**src/rtl/rf_sb.sv**
```systemverilog
// rtl/rf_sb.sv - register file with per-register busy scoreboard and sequential bulk clear
//
// Purpose: NREGS x DATA_W register file with two combinational read ports, one
// synchronous write port, a busy bit per register (set by issue, cleared by
// write), and a clear engine that zeroes one register per cycle.
//
// Optional feature macro: RF_SB_BYPASS_EN (write-to-read forwarding on the
// read ports in the same cycle as write_en).
//
// Ports:
//   clk, rst                 clock, synchronous active-high reset
//   read1_reg/read2_reg      read indices
//   read1_data/read2_data    combinational read data
//   read1_busy/read2_busy    scoreboard bit for the read indices
//   write_en/reg/data        writeback strobe, index, data
//   issue_en/issue_reg       mark a register as having an outstanding producer
//   clear_req                single-cycle bulk-clear request
//   clr_busy                 high while the clear engine runs

module rf_sb #(
  parameter int DATA_W   = 32,
  parameter int ADDR_W   = 3,
  parameter int ZERO_REG = 0
) (
  input  logic              clk,
  input  logic              rst,
  input  logic [ADDR_W-1:0] read1_reg,
  input  logic [ADDR_W-1:0] read2_reg,
  output logic [DATA_W-1:0] read1_data,
  output logic [DATA_W-1:0] read2_data,
  output logic              read1_busy,
  output logic              read2_busy,
  input  logic              write_en,
  input  logic [ADDR_W-1:0] write_reg,
  input  logic [DATA_W-1:0] write_data,
  input  logic              issue_en,
  input  logic [ADDR_W-1:0] issue_reg,
  input  logic              clear_req,
  output logic              clr_busy
);

  localparam int NREGS = 1 << ADDR_W;
  localparam bit ZR    = (ZERO_REG != 0);

  localparam logic [0:0] ST_IDLE  = 1'b0;
  localparam logic [0:0] ST_CLEAR = 1'b1;

  logic [DATA_W-1:0] regs [NREGS];
  logic [NREGS-1:0]  busy;
  logic [0:0]        state;
  logic [ADDR_W-1:0] clr_idx;

  // Accesses aimed at a hard-wired zero register are dropped entirely.
  logic wr_ok;
  logic iss_ok;
  logic z1;
  logic z2;

  assign wr_ok  = write_en && !(ZR && (write_reg == '0));
  assign iss_ok = issue_en && !(ZR && (issue_reg == '0));
  assign z1     = ZR && (read1_reg == '0);
  assign z2     = ZR && (read2_reg == '0);

  assign clr_busy = (state == ST_CLEAR);

  always_ff @(posedge clk) begin
    if (rst) begin
      for (int i = 0; i < NREGS; i++) begin
        regs[i] <= '0;
      end
      busy    <= '0;
      state   <= ST_IDLE;
      clr_idx <= '0;
    end else if (state == ST_CLEAR) begin
      // Upstream is stalled on clr_busy, so write/issue/clear_req are ignored here.
      regs[clr_idx] <= '0;
      busy[clr_idx] <= 1'b0;
      clr_idx       <= clr_idx + 1'b1;
      if (clr_idx == ADDR_W'(NREGS - 1)) begin
        state <= ST_IDLE;
      end
    end else begin
      if (clear_req) begin
        state   <= ST_CLEAR;
        clr_idx <= '0;
      end
      if (wr_ok) begin
        regs[write_reg] <= write_data;
        busy[write_reg] <= 1'b0;
      end
      // Issue after write so a same-index issue leaves the bit set.
      if (iss_ok) begin
        busy[issue_reg] <= 1'b1;
      end
    end
  end

`ifdef RF_SB_BYPASS_EN
  logic byp1;
  logic byp2;

  assign byp1 = wr_ok && (state == ST_IDLE) && (write_reg == read1_reg);
  assign byp2 = wr_ok && (state == ST_IDLE) && (write_reg == read2_reg);

  always_comb begin
    read1_data = regs[read1_reg];
    read1_busy = busy[read1_reg];
    if (byp1) begin
      read1_data = write_data;
      // A same-cycle issue to this index keeps the stored busy view.
      if (!(issue_en && (issue_reg == read1_reg))) begin
        read1_busy = 1'b0;
      end
    end
    if (z1) begin
      read1_data = '0;
      read1_busy = 1'b0;
    end
  end

  always_comb begin
    read2_data = regs[read2_reg];
    read2_busy = busy[read2_reg];
    if (byp2) begin
      read2_data = write_data;
      if (!(issue_en && (issue_reg == read2_reg))) begin
        read2_busy = 1'b0;
      end
    end
    if (z2) begin
      read2_data = '0;
      read2_busy = 1'b0;
    end
  end
`else
  assign read1_data = z1 ? '0 : regs[read1_reg];
  assign read2_data = z2 ? '0 : regs[read2_reg];
  assign read1_busy = z1 ? 1'b0 : busy[read1_reg];
  assign read2_busy = z2 ? 1'b0 : busy[read2_reg];
`endif

endmodule

```
**config.mk**
```make
export PLATFORM = sky130hd
export DESIGN_NAME = rf_sb
export DESIGN_NICKNAME = d
export VERILOG_FILES = /design/src/rtl/rf_sb.sv
export SDC_FILE = /design/constraint.sdc
export NUM_CORES = 1
export LEC_CHECK = 0
export BUFFER_PORTS_ARGS = -buffer_cell sky130_fd_sc_hd__buf_4
export CAP_MARGIN = 5
export CORE_MARGIN = 3
export CORE_UTILIZATION = 65
export CTS_BUF_LIST = sky130_fd_sc_hd__clkbuf_8
export DETAILED_ROUTE_END_ITERATION = 7
export PLACE_DENSITY = 0.9
export SKIP_CTS_REPAIR_TIMING = 1
export SYNTH_ARGS = -nofsm -noshare
export SYNTH_HDL_FRONTEND = slang
export SYNTH_SLANG_ARGS = --single-unit
```
**constraint.sdc**
```tcl
create_clock -name clk -period 6.06 [get_ports clk]
set_clock_uncertainty 0.05 [all_clocks]
set_input_delay 1.212 -clock clk [delete_from_list [all_inputs] [get_ports clk]]
set_output_delay 1.212 -clock clk [all_outputs]
set_load 0.01 [all_outputs]
```
==> reports/summary.json, run 1 <==
{
  "outcome": "completed",
  "tightest_slew_ps": 1180,
  "drt_via_density": 6.73,
  "worst-setup-path-type": "input port to output port",
  "slew_headroom_pct": 21.6,
  "cell_type_of_the_slowest_stage_on_the_worst_timing_path": "sky130_fd_sc_hd__mux4_2",
  "timing.critical_path.mode_cell": "sky130_fd_sc_hd__buf_4",
  "sequentialPowerShare_pct": 51.6,
  "drt_wl_total_um": 35000,
  "wl_per_cell_um": 27.2,
  "insertion_delay_ps": 550,
  "postRouteAntennaNets": 0,
  "num_vias": 8684,
  "place.gp.congestion": 0.869,
  "timing.max_cap.violations": 0,
  "finalHoldViolCount": 0,
  "cell_chain_of_the_critical_path": "buf_4 -> buf_4 -> mux4_2 -> mux2_2 -> buf_4",
  "timing.critical_path.depth": 5,
  "synth_area_um2": 14100,
  "worst_ir_drop_vdd_v": 0.000181,
  "dpl.hpwl_um": 20500,
  "die-height_um": 153,
  "worst_ep_arrival_time_ps": 3160,
  "power_frac_comb_pct": 12.6,
  "drtPass1Iterations": 5,
  "post-route-min-period_ps": 4420,
  "ys_types": 32,
  "sw_frac_of_total_pct": 23.8,
  "synth_enable_flop_cells": 256,
  "start_kind": "input port",
  "number_of_port_buffers": 115,
  "synth.area.top_cells": "sky130_fd_sc_hd__edfxtp_1 55%, sky130_fd_sc_hd__mux4_2 21%, sky130_fd_sc_hd__and2_1 11%",
  "synth_sequential_area_ratio_pct": 56.3,
  "hold_ws_ps": 449,
  "cellLeakagePower_nw": 6.03,
  "grt.total_usage_pct": 30.6,
  "dieWidth_um": 153,
  "number_of_buffers_inserted_during_clock_tree_synthesis": 42,
  "area_growth_syn_to_layout_pct": 13.8,
  "worst_setup_path_end_kind": "output port",
  "route.detailed.drc": 0,
  "synth_top_cell_area_share_pct": 54.6,
  "clockPowerShare_pct": 35.8,
  "maxClockFrequency_mhz": 226,
  "switching_power_uw": 995,
  "drive_gt1_share_pct": 39.3,
  "power_mw": 4.18,
  "grt_pass1_wl_um": 54100,
  "worst_hold_path.num_cells": 2,
  "start_util_pct": 66.6,
  "syn_avg_cell_area_um2": 16.1,
  "cts_tree": "done",
  "drv_slew": 0,
  "synth-main-ff-cell": "sky130_fd_sc_hd__edfxtp_1",
  "grt_pass1_vias": 9359,
  "clock-root-buffer": "sky130_fd_sc_hd__clkbuf_8",
  "mapped_cells": 876,
  "final-setup-viol-count": 0,
  "core_region_area_um2": 21200,
  "path_buf_inv": 3,
  "holdCritPathClass": "flip-flop to flip-flop",
  "path_clk_slew_ps": 60,
  "layout_worst_path_cycle_share_pct": 73.0,
  "yosysWarnings": 0,
  "critical-path-max-stage-delay_ps": 550,
  "crit_family": "buffers and inverters",
  "antennaDiodeCount": 0,
  "pwr_density_cell_nw_per_um2": 261,
  "fp.dieArea_um2": 23500,
  "grt_setup_unrepaired": "false",
  "detail_route.iter0.violations": 832,
  "cts_buffer_depth": 3,
  "largest_net_degree_at_the_start_of_global_routing": 67,
  "mappedNetlistNets": 927,
  "num-nets-final": 1040,
  "fin_tns_setup_ps": 0,
  "pin_count": 116,
  "worst-r2r-cell-count": 4,
  "cts.sinks": 268,
  "cell_internal_pwr_mw": 3.18,
  "flops_latches_synth": 268,
  "cts.htree.levels": 2,
  "synth_async_sr_flop_share_pct": 0,
  "synth_top_cell_by_area": "sky130_fd_sc_hd__edfxtp_1",
  "grt_overflow": 0,
  "grt_antenna_before_repair": 0,
  "placementRows": 53,
  "critical_path.max_fanout": 34,
  "worst_ep_required_time_ps": 4800
}
## area by class of cell
type / count / area [µm²]
multi-input combinational: 540 / 5940
clock buffer: 45 / 619
tap: 275 / 344
timing repair buffer: 135 / 1010
inverter: 2 / 7.51
sequential: 268 / 7930
clock inverter: 25 / 180
fill: 1191 / 5120
## worst register-to-register path: cells and delay by family (launching register included)
family | cells | cell delay, ps
multiplexers | 1 | 330
AO/OA/AOI/OAI | 1 | 940
buffers and inverters | 1 | 440
AND/OR/NAND/NOR | 1 | 590
flip-flops | 1 | 530
## final timing paths
check	start	to	slack, ps
worst max-delay path	read1_reg[0]	read1_data[29]	1640
worst min-delay path	busy[3]	busy[3]	450
worst max register to register	clr_busy	regs[3][8]	2870
worst min register to register	busy[3]	busy[3]	450
## synth_stat cells, drive strengths merged (3+ instances only)
| master | number |
|---|---|
| and2 | 256 |
| edfxtp | 256 |
| mux4 | 132 |
| mux2 | 66 |
| clkbuf | 39 |
| buf | 27 |
| a21oi | 13 |
| nand2 | 13 |
| dfxtp | 12 |
| a21o | 8 |
| nand2b | 8 |
| o221ai | 8 |
| nor2 | 6 |
| nor3b | 4 |
| a211oi | 3 |
## state kept, by name (all words and copies together) (netlist names)
| register | count |
|---|---|
| regs | 256 |
| busy | 8 |
| clr_idx | 3 |
| clr_busy | 1 |
## layout by cell type (no fill, tap or decap), types with 3 or more instances in the layout
cell,instances
sky130_fd_sc_hd__clkbuf_8,45
sky130_fd_sc_hd__nor2_1,4
sky130_fd_sc_hd__nand2b_1,8
sky130_fd_sc_hd__mux4_2,132
sky130_fd_sc_hd__o221ai_1,8
sky130_fd_sc_hd__edfxtp_1,256
sky130_fd_sc_hd__and2_1,256
sky130_fd_sc_hd__dfxtp_1,12
sky130_fd_sc_hd__clkinv_2,6
sky130_fd_sc_hd__nand2_1,13
sky130_fd_sc_hd__buf_4,135
sky130_fd_sc_hd__inv_1,17
sky130_fd_sc_hd__bufinv_16,3
sky130_fd_sc_hd__nor3b_1,4
sky130_fd_sc_hd__a21o_1,8
sky130_fd_sc_hd__mux2_2,66
sky130_fd_sc_hd__a21oi_1,13
## kinds of logic after synthesis
family | share of synthesized area, %
buf+inv | 1.95
fa+ha+maj | 0.178
simple gates | 13.4
flops | 56.3
mux | 26.5
compound gates | 1.73
## power groups by stage
stage	Clock [mW]	Combinational, mW	Sequential (mW)
after floorplan	0	0.319	2.17
after global routing	1.59	0.557	2.16
after global placement	0	0.515	2.18
after CTS	1.50	0.527	2.16
after detailed placement	0	0.525	2.19
final	1.50	0.526	2.16
## per-layer routing
layer | track usage, % | vias to the layer above | wire length (µm)
li1 | - | 3626 | -
met1 | 39.8 | 4385 | 12100
met2 | 52.1 | 571 | 18100
met3 | 5.35 | 102 | 3490
met4 | 12.1 | 0 | 1310
met5 | 0 | - | 0
## metrics by stage
stage / setup slack [ps] / utilization [%] / instances / instance area (µm²)
2_1_floorplan: 2220 / - / 876 / 14100
3_3_place_gp: 1640 / 72.0 / 1220 / 15200
3_5_place_dp: 1620 / 72.0 / 1220 / 15200
4_1_cts: 1590 / 75.8 / 1290 / 16000
5_1_grt: 1480 / 75.8 / 1290 / 16000
6_report: 1640 / 75.8 / 1290 / 16000
No activity file was read; power rests on OpenSTA's default activity.
==> run 2, diff against run 1 <==
- CORE_UTILIZATION: 65 -> 56
- PLACE_DENSITY: 0.9 -> 0.82
- clock period: 6.06 -> 3.6 ns (I/O delays scaled with it)
==> run 2 against run 1 <==
Net effect:
- non-clock buffer count up 14
- combinational power is 72% higher
- critical path depth stayed put
- critical endpoint is now read2_data[27]
- register-to-register slack worse by 1900 ps
- final cell count increased by 5.4%
- critical path type unchanged
- largest power group unchanged
==> reports/summary.json, run 2 (synthesized netlist as in run 1, its figures left out) <==
{
  "outcome": "completed",
  "place.gp.congestion": 0.940,
  "cell_chain_of_the_critical_path": "buf_4 -> buf_12 -> mux4_2 -> mux2_2 -> buf_4",
  "pin_count": 116,
  "drt_wl_total_um": 34300,
  "pwr_density_cell_nw_per_um2": 427,
  "rr_endpoint": "regs[0][31]",
  "cts_buffer_depth": 3,
  "utilization_pct": 66.6,
  "timing.max_cap.violations": 0,
  "worst_setup_path_end_kind": "output port",
  "insertion_delay_ps": 540,
  "number_of_buffers_inserted_during_clock_tree_synthesis": 43,
  "area_growth_syn_to_layout_pct": 16.0,
  "critical-path-max-stage-delay_ps": 560,
  "drive_gt1_share_pct": 39.8,
  "dpl.hpwl_um": 20400,
  "cts.htree.levels": 2,
  "grt_pass1_wl_um": 51900,
  "slew_headroom_pct": 45.3,
  "fp.dieArea_um2": 27100,
  "route.detailed.drc": 0,
  "final_cell_area_um2": 16300,
  "power_mw": 6.98,
  "timing.critical_path.mode_cell": "sky130_fd_sc_hd__buf_4",
  "postRouteAntennaNets": 0,
  "fin_tns_setup_ps": 0,
  "num-nets-final": 1055,
  "dpl.cell_count": 1283,
  "drv_slew": 0,
  "finalHoldViolCount": 0,
  "multiInputGateArea_um2": 5930,
  "final_critical_path_setup_slack_ps": 598,
  "holdCritPathClass": "input port to flip-flop",
  "worst-setup-path-type": "input port to output port",
  "die-height_um": 165,
  "start_util_pct": 57.4,
  "largest_register": "regs",
  "tightest_slew_ps": 813,
  "clock-root-buffer": "sky130_fd_sc_hd__clkbuf_8",
  "critical_path.endpoint": "read2_data[27]",
  "layout_worst_path_cycle_share_pct": 83.4,
  "largest_registers": "regs (256), busy (8), clr_idx (3)",
  "cts_tree": "done",
  "wl_per_cell_um": 25.2,
  "path_clk_slew_ps": 60,
  "grt.total_usage_pct": 26.1,
  "post-route-min-period_ps": 3000,
  "dieWidth_um": 165,
  "worst_ep_required_time_ps": 2830,
  "placementRows": 57,
  "pre_cts_slack_ps": 582,
  "final-setup-viol-count": 0,
  "mostFrequentLayoutCells": "256 x sky130_fd_sc_hd__and2_1, 256 x sky130_fd_sc_hd__edfxtp_1, 136 x sky130_fd_sc_hd__buf_4",
  "cts.sinks": 268,
  "grt_antenna_before_repair": 1,
  "final_cell_count_no_fill": 1360,
  "grt_overflow": 0,
  "grt_pass1_vias": 9007,
  "num_vias": 8480,
  "worst_ep_arrival_time_ps": 2230,
  "r2r-start": "clr_busy",
  "startpoint": "read2_reg[0]",
  "fillers": 1727,
  "drtPass1Iterations": 5,
  "start_kind": "input port",
  "cell_type_of_the_slowest_stage_on_the_worst_timing_path": "sky130_fd_sc_hd__mux4_2",
  "maxClockFrequency_mhz": 333,
  "r2r_setup_slack_ps": 970,
  "cellLeakagePower_nw": 6.13,
  "number_of_port_buffers": 115,
  "detail_route.iter0.violations": 926,
  "grt_setup_unrepaired": "false",
  "drt_via_density": 6.24,
  "final-seq-area_um2": 7930,
  "largest_net_degree_at_the_start_of_global_routing": 45,
  "hold_ws_ps": 424,
  "critical_path.max_fanout": 44,
  "worst_ir_drop_vdd_v": 0.000210,
  "worst-r2r-cell-count": 4,
  "placed_cell_area_um2": 15600,
  "largest_register_ffs": 256,
  "core_region_area_um2": 24500
}
run 2: cell types whose count changed in the layout (fill, tap and decap cells not counted), sizes merged:
cell / previous run / this run
diode: 0 / 1
clkbuf: 45 / 44
buf: 135 / 149
inv: 17 / 16
bufinv: 3 / 2
clkinv: 7 / 15
clkinvlp: 0 / 1
run 2: power by group:
group / internal (mW) / switching (mW)
Combinational: 0.467 / 0.440
Sequential: 3.55 / 0.0726
Clock: 1.28 / 1.17
Total: 5.30 / 1.68
run 2: worst min path at each step:
stage | endpoint | slack, ps | startpoint | cells past startpoint
4_1_cts | busy[7] | 390 | issue_reg[2] | 3
2_1_floorplan | busy[1] | 410 | busy[1] | 2
5_1_grt | busy[6] | 420 | issue_reg[2] | 3
3_5_place_dp | busy[5] | 440 | busy[5] | 2
3_3_place_gp | busy[2] | 440 | busy[2] | 2
6_report | busy[7] | 420 | issue_reg[2] | 3
run 2: critical path: cells and delay by family:
family   cells  cell delay [ps]
mux          2              870
buf+inv      3              600
run 2: metal layers:
layer	wire [µm]	GRT usage, %	up-vias
met5	0	0	-
met4	755	7.51	0
met3	2740	4.46	61
met2	17800	45.6	406
met1	13000	33.9	4345
li1	-	-	3668
run 2: cell type report:
cell class / count / area share (%)
tap: 324 / 2.48
clock inverter: 32 / 1.15
inverter: 2 / 0.0459
timing repair buffer: 149 / 7.84
sequential: 268 / 48.5
multi-input combinational: 540 / 36.3
antenna: 1 / 0.0153
clock buffer: 44 / 3.70
==> run 3, diff against run 2 <==
- clock period: 3.6 -> 2.6 ns (I/O delays scaled with it)
==> run 3 against run 2 <==
Net effect:
- register-to-register slack worse by 520 ps
- highest routed layer unchanged
- first-iteration DRC count is 13% lower
- clock-buffer cell count stayed put
- largest power group unchanged
- wire length is 1.0% higher
- sequential share of layout area is 0.89 points lower
- via count is 1.7% higher
- largest cell class unchanged
- sequential cell count stayed put
==> reports/summary.json, run 3 (synthesized netlist as in run 1, its figures left out) <==
{
  "path_buf_inv": 3,
  "critical-path-max-stage-delay_ps": 540,
  "grt_overflow": 0,
  "switching_power_mw": 2.36,
  "power_frac_comb_pct": 13.6,
  "die-height_um": 165,
  "drt_via_density": 6.24,
  "pre_cts_slack_ps": 89.4,
  "startpoint": "read1_reg[0]",
  "power_mw": 9.75,
  "clock-root-buffer": "sky130_fd_sc_hd__clkbuf_8",
  "drtPass1Iterations": 8,
  "largest_register": "regs",
  "post-route-min-period_ps": 2500,
  "core_region_area_um2": 24500,
  "timing.critical_path.mode_cell": "sky130_fd_sc_hd__buf_4",
  "final_cell_area_um2": 16700,
  "layout_worst_path_cycle_share_pct": 96.2,
  "num-nets-final": 1078,
  "cts.htree.levels": 2,
  "crit_family": "multiplexers",
  "grt.total_usage_pct": 26.3,
  "cell_type_of_the_slowest_stage_on_the_worst_timing_path": "sky130_fd_sc_hd__mux4_2",
  "pin_count": 116,
  "cts_tree": "done",
  "fin_tns_setup_ps": 0,
  "antennaDiodeCount": 0,
  "r2r-start": "clr_busy",
  "pwr_density_cell_nw_per_um2": 585,
  "num_vias": 8623,
  "cts.sinks": 268,
  "cell_chain_of_the_critical_path": "buf_4 -> buf_12 -> mux4_2 -> mux2_2 -> buf_4",
  "sw_frac_of_total_pct": 24.2,
  "start_kind": "input port",
  "path_clk_slew_ps": 70,
  "cell_internal_pwr_mw": 7.39,
  "worst-setup-path-type": "input port to output port",
  "drv_slew": 0,
  "grt_setup_unrepaired": "false",
  "postRouteAntennaNets": 0,
  "final_critical_path_setup_slack_ps": 98.4,
  "timing.max_cap.violations": 0,
  "mostFrequentLayoutCells": "256 x sky130_fd_sc_hd__and2_1, 256 x sky130_fd_sc_hd__edfxtp_1, 148 x sky130_fd_sc_hd__buf_4",
  "dpl.cell_count": 1306,
  "largest_net_degree_at_the_start_of_global_routing": 30,
  "final_cell_count_no_fill": 1382,
  "placed_cell_area_um2": 15900,
  "place.gp.congestion": 0.878,
  "drive_gt1_share_pct": 41.0,
  "number_of_buffers_inserted_during_clock_tree_synthesis": 43,
  "outcome": "completed",
  "sequentialPowerShare_pct": 51.4,
  "dpl.hpwl_um": 22300,
  "grt_pass1_wl_um": 52600,
  "finalHoldViolCount": 0,
  "worst_ep_required_time_ps": 2030,
  "worst_ep_arrival_time_ps": 1930,
  "clockPowerShare_pct": 35.0,
  "number_of_port_buffers": 115,
  "detail_route.iter0.violations": 810,
  "worst_ir_drop_vdd_v": 0.000323,
  "placementRows": 57,
  "fp.dieArea_um2": 27100,
  "drt_wl_total_um": 34700,
  "area_growth_syn_to_layout_pct": 18.2,
  "maxClockFrequency_mhz": 400,
  "dieWidth_um": 165,
  "final-setup-viol-count": 0,
  "wl_per_cell_um": 25.1,
  "grt_antenna_before_repair": 0,
  "insertion_delay_ps": 560,
  "grt_pass1_vias": 9203,
  "cts_buffer_depth": 3,
  "largest_register_ffs": 256,
  "start_util_pct": 57.4,
  "holdCritPathClass": "input port to flip-flop",
  "tightest_slew_ps": 512,
  "fillers": 1649,
  "route.detailed.drc": 0,
  "slew_headroom_pct": 65.8,
  "cellLeakagePower_nw": 6.30,
  "largest_registers": "regs (256), busy (8), clr_idx (3)",
  "worst_setup_path_end_kind": "output port",
  "critical_path.max_fanout": 28,
  "hold_path.startpoint": "issue_reg[2]"
}
==> run 3: final cells by class <==
class	instances	area [µm²]	area share (%)
Clock inverter	32	186	1.12
Clock buffer	44	606	3.64
Timing Repair Buffer	172	1590	9.56
Multi-Input combinational cell	540	5930	35.6
Tap cell	324	405	2.43
Sequential cell	268	7930	47.6
Inverter	2	7.51	0.0451
==> run 3: power groups by stage <==
| stage | combinational [mW] | sequential, mW | clock (mW) |
|---|---|---|---|
| after floorplan | 0.742 | 5.06 | 0 |
| after global placement | 1.32 | 5.08 | 0 |
| after detailed placement | 1.34 | 5.10 | 0 |
| after CTS | 1.34 | 5.01 | 3.44 |
| after global routing | 1.41 | 5.03 | 3.60 |
| final | 1.33 | 5.01 | 3.41 |
==> run 3: worst paths after layout <==
| kind | slack [ps] | cells past startpoint | to |
|---|---|---|---|
| worst max-delay path | 100 | 5 | read1_data[27] |
| worst max register to register | 450 | 6 | regs[1][4] |
| worst min register to register | 460 | 2 | busy[4] |
| worst min-delay path | 210 | 3 | busy[6] |
==> run 3: layer usage <==
layer,part of all wire [%],up-vias,GRT usage (%)
met5,0,-,0
met4,2.9,0,9.30
met3,8.2,81,3.01
met2,52,426,46.0
met1,37,4402,34.5
li1,-,3714,-
==> run 3: through the flow <==
stage,hold WS (ps),utilization (%)
after global routing,206,67.9
after global placement,432,64.7
after floorplan,410,-
final,206,67.9
after CTS,180,67.9
after detailed placement,444,64.7
==> run 3: worst reg2reg max path, stage by stage (launching register included) <==
cell and delay [ps]:
sky130_fd_sc_hd__dfxtp_1 390, sky130_fd_sc_hd__buf_4 250, sky130_fd_sc_hd__nor3b_1 80, sky130_fd_sc_hd__buf_4 150, sky130_fd_sc_hd__o31ai_1 280, sky130_fd_sc_hd__a21o_1 340
sky130_fd_sc_hd__buf_4 290
